`config.mk`:
```
export PLATFORM = sky130hd
export DESIGN_NAME = fifo_wr_arbiter
export DESIGN_NICKNAME = d
export VERILOG_FILES = /design/src/rtl/fifo_wr_arbiter.sv
export SDC_FILE = /design/constraint.sdc
export NUM_CORES = 1
export LEC_CHECK = 0
export CORE_UTILIZATION = 41
export CTS_CLUSTER_DIAMETER = 100
export DETAILED_ROUTE_END_ITERATION = 10
export GPL_TIMING_DRIVEN = 0
export PLACE_DENSITY = 0.84
export SETUP_SLACK_MARGIN = 0.5
export SYNTH_ARGS = -nofsm -noshare
export SYNTH_HDL_FRONTEND = slang
export SYNTH_SLANG_ARGS = --single-unit
```
`constraint.sdc`:
```
create_clock -name Clock -period 4.1 [get_ports Clock]
set_input_delay 0.82 -clock Clock [delete_from_list [all_inputs] [get_ports Clock]]
set_output_delay 0.82 -clock Clock [all_outputs]
set_load 0.02 [all_outputs]
```
`src/rtl/fifo_wr_arbiter.sv`:
```
// fifo_wr_arbiter: round-robin burst arbiter sharing one sync FIFO write port
module fifo_wr_arbiter #(
  parameter int NUM_REQ    = 4,
  parameter int DATA_WIDTH = 8,
  parameter int BURST_LEN  = 4
) (
  input  logic                          Clock,
  input  logic                          Fifo_rst,
  input  logic [NUM_REQ-1:0]            Req,
  input  logic [NUM_REQ*DATA_WIDTH-1:0] Req_data,
  input  logic                          Full,
  output logic                          Write_enable,
  output logic [DATA_WIDTH-1:0]         Write_data,
  output logic [NUM_REQ-1:0]            Grant,
  output logic [NUM_REQ-1:0]            Ack,
  output logic                          Busy
);
  localparam int IW = (NUM_REQ > 1) ? $clog2(NUM_REQ) : 1;
  localparam int BW = $clog2(BURST_LEN) + 1;

  logic                 r_owner_valid;
  logic [IW-1:0]        r_owner;
  logic [IW-1:0]        r_ptr;
  logic [BW-1:0]        r_beat;
  logic [NUM_REQ-1:0]   r_grant;

  logic                 w_req_own;
  logic                 w_we;
  logic                 w_rel;
  logic                 w_arb;
  logic                 w_found;
  logic [IW-1:0]        w_base;
  logic [IW-1:0]        w_win;
  logic [IW-1:0]        w_idx;

  assign w_req_own    = Req[r_owner];
  assign w_we         = r_owner_valid & w_req_own & ~Full;
  assign w_rel        = r_owner_valid & ((w_we & (r_beat == BW'(BURST_LEN - 1))) | ~w_req_own);
  assign w_arb        = ~r_owner_valid | w_rel;
  assign w_base       = r_owner_valid ? r_owner : r_ptr;
  assign Write_enable = w_we;
  assign Write_data   = w_we ? Req_data[r_owner*DATA_WIDTH +: DATA_WIDTH] : '0;
  assign Ack          = NUM_REQ'(w_we) << r_owner;
  assign Grant        = r_grant;
  assign Busy         = r_owner_valid;

  // First requester after w_base with wrap; the base itself is checked last
  always_comb begin
    w_found = 1'b0;
    w_win   = '0;
    w_idx   = '0;
    for (int k = NUM_REQ; k >= 1; k--) begin
      w_idx = IW'((int'(w_base) + k) % NUM_REQ);
      if (Req[w_idx]) begin
        w_found = 1'b1;
        w_win   = w_idx;
      end
    end
  end

  // Ownership, beat count and round-robin pointer; re-arbitrate on the release edge
  always_ff @(posedge Clock or posedge Fifo_rst) begin
    if (Fifo_rst) begin
      r_owner_valid <= 1'b0;
      r_owner       <= '0;
      r_ptr         <= IW'(NUM_REQ - 1);
      r_beat        <= '0;
      r_grant       <= '0;
    end else if (w_arb) begin
      r_owner_valid <= w_found;
      r_owner       <= w_win;
      r_beat        <= '0;
      r_grant       <= NUM_REQ'(w_found) << w_win;
      if (w_rel) r_ptr <= r_owner;
    end else if (w_we) begin
      r_beat <= r_beat + 1'b1;
    end
  end
endmodule

```
Yosys cells after proc, flatten, opt, wreduce, memory -nomap -nowiden --
Index checks and enable logic that the tools add are counted.
Word-level totals: register bits 12, latch bits 0, bits in writable memories 0, ROM bits 0, bits of input ports 39, word-level logic and storage cells 52, memories kept 0
Cells by class: add/sub/neg operators 5, multipliers 0, div/mod/pow operators 0, order comparisons 5, equal/unequal tests 1, shift-type cells 3, mux-type cells 22, bitwise operators 9, reductions and logical operators 2
Operator list (count):
- $shiftx 32x6->8 | 1
- $lt 2x3->1 const B | 5
- $bmux 1 s2 | 5
- $mux 2 | 5
- $mux 1 | 9
- $mux 8 | 1
- $shl 1x2->4 | 2
- $mux 3 | 2
- $add 2x1->2 const B | 2
- $add 2x2->2 const B | 2
- $and 1x1->1 | 4
- $add 3x1->3 const B | 1
- $eq 3x2->1 const B | 1
- $not 1->1 | 3
- $or 1x1->1 | 2
- $reduce_and 2->1 | 1
- $reduce_bool 2->1 | 1

Depth between registers and ports, before layout --
Gate-level depths: netlist (run 1).
depth after elaboration 9, gate-level depth with buffers 7, gate-level depth less buffers 6

Worst setup path before layout (run 1) --
Ideal clock, no wire load.
path kind input-to-output, start point input Req[3], end point output Ack[2], arrival time 1940 ps, required time 3280 ps, slack 1340 ps, stages 6, path through mux4_2 -> nand2_2 -> or2_4 -> inv_1 -> buf_6 -> and3_1
On the way: longest elaborated chain between the ends 5
Ends and longest elaborated chain:
- start, declared | RTL line 9 | input logic [NUM_REQ-1:0] Req,
- $bmux 1 s2 | RTL line 36 | assign w_req_own = Req[r_owner];
- $mux 1 (not written as such) | RTL line 36
- $and 1x1->1 (2 in a row) | RTL line 37 | assign w_we = r_owner_valid & w_req_own & ~Full;
- via Write_enable | RTL line 12 | output logic Write_enable,
- $shl 1x2->4 | RTL line 43 | assign Ack = NUM_REQ'(w_we) << r_owner;
- end, declared | RTL line 15 | output logic [NUM_REQ-1:0] Ack,
The timed path passes the listed nets, and every way through them passes these cells. The select of a mux whose other input is x is not followed.

Worst setup path in the final report (run 1) --
start point input Req[3], end point output Ack[2]
On the way: longest elaborated chain between the ends 5
Ends and longest elaborated chain (RTL line):
- $bmux 1 s2 | 36
- $mux 1 (not written as such) | 36
- $and 1x1->1 (2 in a row) | 37
- $shl 1x2->4 | 43
No other way between the ends. The select of a mux whose other input is x is not followed.

==> impl_metrics.tcl, run 1 <==
set metrics [dict create \
    drt-pass1-iter-count 4 \
    count_of_antenna_violating_nets_left_after_detailed_routing 0 \
    synth.yosys.seq_area_share_pct 29.3 \
    synth_area_mm2 0.00103 \
    finish.utilization_pct 72.1 \
    timing.final.setup_violations 0 \
    global_route.peak_usage_layer "met2" \
    area_delta_synth_final_pct 60.3 \
    path_delay_family "buffers and inverters" \
    met2_usage_pct 39.7 \
    floorplan.initialDensity_pct 45.0 \
    yosysWarningCount 0 \
    grt_use_met1_pct 29.4 \
    finalInstanceArea_mm2 0.00166 \
    vias_in_the_first_global_route 1008 \
    path_max_fanout 10 \
    count_of_placed_standard_cells_including_taps 182 \
    max_clock_freq_mhz 303 \
    syn-mean-instance-area_um2 10.5 \
    clk_pin_slew_ps 80 \
    htree_num_levels 1 \
    type_of_the_tightest_min_delay_check "reg2reg" \
    cellLeakagePower_nw 0.771 \
    powerDensity_mw_per_mm2 529 \
    rows 17 \
    totalNegativeSetupSlack_ps 0 \
    grt_setup_unrepaired "no" \
    nNetsFinal 201 \
    port-buffer-count 56 \
    path_buf_inv 4 \
    timing.critical_path.arrival_ps 2480 \
    die_footprint_mm2 0.00273 \
    fraction_of_layout_instances_using_a_drive_strength_above_1_pct 17.6 \
    gpl_congestion 0.763 \
    worst_slew_pin_slew_ps 446 \
    antenna_found_initial 0 \
    insertion_delay_ps 270 \
    chipHeight_um 52.2 \
    final_hold_viol_count 0 \
    slew_viol_final 0 \
    grt_max_degree 13 \
    vdd_ir_max_mv 0.459 \
    clock-skew-final_ps 3.62 \
    post-route-drc-count 0 \
    relative_max_transition_margin_pct 69.4 \
    grt.met3_usage_pct 6.09 \
    post_synth_num_cell_types 33 \
    timing.critical_path.cells "dlymetal6s2s_1, mux4_2, nand2_2, or2_4, inv_1, buf_6, and3_1, dlygate4sd2_1" \
    syn-num-nets 139 \
    mostFrequentLayoutCell "clkdlybuf4s50_1" \
    drt_wl_total_um 2970 \
    cts_buffer_depth 2 \
    clock-root-buffer "clkbuf_4" \
    cpPeakStageDelay_ps 530 \
    antenna-diode-count 0 \
    most_used_cells_in_the_layout_excluding_fill_and_tap_cells "clkdlybuf4s50_1, dlygate4sd2_1, dfrtp_1" \
    totalPowerFinal_mw 0.876 \
    status "finished clean" \
    crit_path_start_kind "primary input" \
    top_level_port_count 57 \
    global_route.overflow_total 0 \
    final_cells 187 \
    min_period_over_period_pct 80.6 \
    grt_pass1_wl_um 4600 \
    detail_route.wl_per_cell_um 15.9 \
    syn_inst 98 \
    maxCapViolCount 0 \
    fp.coreArea_mm2 0.00230 \
    grt_usage_pct 23.1 \
    worst_path_max_delay_cell "mux4_2" \
    crit_type "in2out" \
    tritoncts_clock_tree "yes" \
    cts_inserted_buffers 3 \
    post_drt_via_cell_ratio 5.49 \
    timing.critical_path.required_ps 3280 \
    die_x_um 52.2 \
    post_dp_cell_area_mm2 0.00163 \
    clock_period_minus_worst_slack_ps 3300 \
    cts_sinks 12 \
    drt-initial-drc-count 14 \
    detailedPlacementHpwl_um 2340 \
    route.vias.total 1027 \
    synth-seq-cells 12 \
    critPathCaptureType "output port" \
]
-- layer usage --
| layer | part of all wire [%] | wire length, um |
|---|---|---|
| met3 | 9.4 | 279 |
| met4 | 0.47 | 14 |
| met5 | 0 | 0 |
| met2 | 46 | 1360 |
| met1 | 44 | 1310 |
-- final timing paths --
check                           startpoint          to  slack (ps)  cells after the start
worst max register to register        Busy  r_owner[0]        2100                      5
min in group asynchronous         Fifo_rst    Grant[0]         840                      2
worst min register to register    Grant[2]    Grant[2]         510                      2
max in group asynchronous         Fifo_rst    r_ptr[1]        2910                      2
worst max-delay path                Req[3]      Ack[2]         800                      8
worst min-delay path              Grant[2]    Grant[2]         510                      2
-- worst reg2reg max path, delay by kind of cell, from the launching register on --
kind	cells	cell delay, ps
AO/OA/AOI/OAI	1	380
buffers and inverters	1	150
flip-flops	1	380
multiplexers	3	960
-- stage by stage --
stage	hold WS, ps	setup WS [ps]
3_3_place_gp	471	271
2_1_floorplan	486	1340
3_5_place_dp	477	221
4_1_cts	507	452
5_1_grt	526	743
6_report	506	796
-- report_power, final --
part / total, mW / leakage [nW] / switching (mW) / internal, mW
Sequential: 0.198 / 0.147 / 0.0272 / 0.171
Combinational: 0.601 / 0.609 / 0.291 / 0.310
Clock: 0.0769 / 0.0150 / 0.0392 / 0.0377
Total: 0.876 / 0.771 / 0.357 / 0.519
-- state kept, by name (all words and copies together), names as in the netlist --
signal	count
Grant	4
r_ptr	2
r_beat	3
r_owner	2
Busy	1
-- synth_stat cells --
library cell / n / area (um^2)
mux4_2: 6 / 135
nor2_1: 7 / 26.3
dfrtp_1: 10 / 250
a21oi_1: 4 / 20.0
nand2_2: 1 / 6.26
or2_4: 1 / 8.76
mux2_2: 4 / 45.0
inv_1: 5 / 18.8
nor3b_1: 1 / 7.51
buf_6: 4 / 45.0
dfstp_2: 2 / 52.6
o21ai_0: 6 / 30.0
nor2b_1: 1 / 6.26
o21a_1: 2 / 15.0
nand2b_1: 2 / 12.5
a21boi_0: 1 / 7.51
nor3_1: 5 / 25.0
a211oi_2: 1 / 12.5
a221oi_1: 1 / 8.76
and2_1: 8 / 50.1
nand2_1: 6 / 22.5
ha_1: 2 / 25.0
o31ai_2: 2 / 25.0
mux4_1: 3 / 78.8
and3_1: 2 / 12.5
o31a_1: 1 / 8.76
o31ai_1: 1 / 7.51
buf_2: 2 / 10.0
mux2i_1: 3 / 30.0
o211ai_1: 1 / 7.51
and3_4: 1 / 11.3
a22oi_1: 1 / 7.51
clkbuf_1: 1 / 3.75
-- layout make-up --
| cell class | instances | area [um^2] |
|---|---|---|
| buffer | 7 | 58.8 |
| clock buffer | 4 | 26.3 |
| fill | 196 | 641 |
| inverter | 5 | 18.8 |
| multi-input combinational | 74 | 653 |
| sequential | 12 | 303 |
| tap | 28 | 35.0 |
| timing repair buffer | 57 | 562 |
-- kinds of logic (layout without fill, tap and decap cells) --
kind of cell               after synthesis  count (layout)  share of synthesized area, %
buffers and inverters                   12              73                          7.51
adders and majority gates                2               2                          2.42
DFF                                     12              12                          29.3
AOI/OAI and AO/OA                       21              21                          14.5
muxes                                   16              16                          28.0
and+or+nand+nor                         35              35                          18.3
-- timing repair --
action / in CTS / in global routing
resized for setup: 13 / 4
hold buffers: 0 / 0
gates cloned: 0 / 0
buffers inserted: 1 / 0
endpoints found under the setup margin: 13 / 9
No activity file was read; power rests on OpenSTA's default activity.
==> inputs of run 2 (changes only) <==
Settings changed: CORE_UTILIZATION 41 to 35, PLACE_DENSITY 0.84 to 0.77.
Clock period 4.1 ns to 2.85 ns, I/O delays scaled along.
==> impl_metrics.tcl, run 2 (synthesis gave the netlist of run 1 again) <==
set metrics [dict create \
    path_buf_inv 4 \
    nNetsFinal 206 \
    slew_viol_final 0 \
    timing.hold.worst.start "Grant[0]" \
    fp.coreArea_mm2 0.00278 \
    post_drt_via_cell_ratio 5.35 \
    chipHeight_um 56.3 \
    max_clock_freq_mhz 396 \
    min_period_over_period_pct 88.7 \
    clock-skew-final_ps 6.38 \
    global_route.peak_usage_layer "met2" \
    type_of_the_tightest_min_delay_check "reg2reg" \
    final_hold_viol_count 0 \
    timing.critical_path.arrival_ps 1960 \
    vias_in_the_first_global_route 1035 \
    crit_path_start_kind "flip-flop" \
    fraction_of_layout_instances_using_a_drive_strength_above_1_pct 35.4 \
    grt_pass1_wl_um 4580 \
    drt_wl_total_um 2810 \
    pre_cts_slack_ps -518 \
    cts_inserted_buffers 3 \
    cpPeakStageDelay_ps 540 \
    worst_slew_pin_slew_ps 476 \
    met2_usage_pct 32.1 \
    timing.critical_path.cells "buf_6, mux4_2, nand2_2, or2_4, inv_4, buf_4, and2_1, buf_6" \
    status "finished clean" \
    crit_path_frequent_cell "buf_6" \
    gpl_congestion 0.768 \
    port-buffer-count 56 \
    finalInstanceArea_mm2 0.00172 \
    grt_usage_pct 18.3 \
    path_max_fanout 5 \
    die_x_um 56.3 \
    powerDensity_mw_per_mm2 813 \
    antenna-diode-count 0 \
    timing.critical_path.required_ps 2280 \
    final_cells 195 \
    most_used_cells_in_the_layout_excluding_fill_and_tap_cells "clkdlybuf4s50_1, buf_6, dfrtp_1" \
    drt-initial-drc-count 20 \
    global_route.overflow_total 0 \
    vdd_ir_max_mv 0.589 \
    insertion_delay_ps 270 \
    whs_path_depth 2 \
    clk_pin_slew_ps 80 \
    antenna_found_initial 0 \
    grt_use_met1_pct 21.7 \
    cellLeakagePower_nw 0.746 \
    clock_period_minus_worst_slack_ps 2530 \
    post_dp_cell_area_mm2 0.00163 \
    grt_max_degree 13 \
    largest_register_ffs 4 \
    critPathCaptureType "output port" \
    detailedPlacementHpwl_um 2190 \
    r2r.worst_path.cells 5 \
    mostFrequentLayoutCell "clkdlybuf4s50_1" \
    top_level_port_count 57 \
    rows 19 \
    area_delta_synth_final_pct 66.1 \
    drt-pass1-iter-count 4 \
    grt_setup_unrepaired "yes" \
    maxCapViolCount 0 \
    count_of_antenna_violating_nets_left_after_detailed_routing 0 \
    clock-root-buffer "clkbuf_4" \
    rr_startpoint "Busy" \
    grt.met3_usage_pct 5.53 \
    route.vias.total 1043 \
    tritoncts_clock_tree "yes" \
    detail_route.wl_per_cell_um 14.4 \
    cts_buffer_depth 2 \
    worst_path_max_delay_cell "mux4_2" \
    cts_sinks 12 \
    relative_max_transition_margin_pct 68.3 \
    post-route-drc-count 0 \
    hold_path_end "Grant[0]" \
    crit-reg2reg-capture "Grant[3]" \
    path_delay_family "multiplexers" \
    die_footprint_mm2 0.00317 \
    floorplan.initialDensity_pct 37.2 \
    htree_num_levels 1 \
    timing.final.setup_violations 0 \
    count_of_placed_standard_cells_including_taps 185 \
    layout_setup_ws_ps 323 \
    crit_type "reg2out" \
    setup_slack_on_the_worst_flop_to_flop_path_ps 940 \
]
run 2: changes by cell type in the layout (fill, tap and decap cells not counted), moves of 4 or more:
| cell | delta |
|---|---|
| and2_1 | -4 |
| dlygate4sd2_1 | -13 |
| dlymetal6s2s_1 | -4 |
| buf_4 | +6 |
| buf_6 | +10 |
| buf_2 | +6 |
| and2_4 | +4 |
run 2: worst max-delay path by stage:
stage                from            end  slack [ps]  depth (start not counted)
2_1_floorplan      Req[3]         Ack[2]         590                          6
3_3_place_gp       Req[3]         Ack[2]        -460                          8
3_5_place_dp       Req[3]         Ack[2]        -520                          8
4_1_cts        r_owner[0]         Ack[2]         330                          8
5_1_grt        r_owner[0]         Ack[2]         250                          8
6_report       r_owner[0]  Write_data[4]         320                          8
run 2: repair_timing:
action                     CTS  global route
pin swaps                    2             3
setup endpoints to repair   13            13
gates cloned                 1             0
buffers inserted             3             2
resized for setup           86            14
hold buffers                 0             0
run 2: cell type report:
type	instances	area, um^2
buffer	7	58.8
clock buffer	4	36.3
fill	244	1060
inverter	5	21.3
multi-input combinational	74	673
sequential	12	303
tap	31	38.8
timing repair buffer	62	586
run 2: worst min-delay path, cell delays in order (launching register included):
cell and delay [ps]:
dfrtp_1 350, nand2_1 40, o21ai_0 60
run 2: where the power goes:
group	internal, mW	switching, mW	total, mW
registers	0.246	0.0397	0.286
clock network	0.0775	0.0586	0.136
logic	0.528	0.445	0.973
total	0.852	0.544	1.40
run 2: routing by layer:
metal	vias to the layer above	routed length [um]
li1	496	-
met1	496	1180
met2	49	1390
met3	2	232
met4	0	12
met5	-	0
run 2: through the flow:
| step | util (%) | setup TNS (ps) | total power [mW] | hold WS (ps) |
|---|---|---|---|---|
| final | 61.7 | 0 | 1.40 | 485 |
| after global placement | 58.7 | -4900 | 1.15 | 473 |
| after detailed placement | 58.7 | -5610 | 1.18 | 474 |
| after CTS | 59.6 | 0 | 1.34 | 491 |
| after floorplan | - | 0 | 0.885 | 433 |
| after global routing | 61.7 | 0 | 1.49 | 536 |
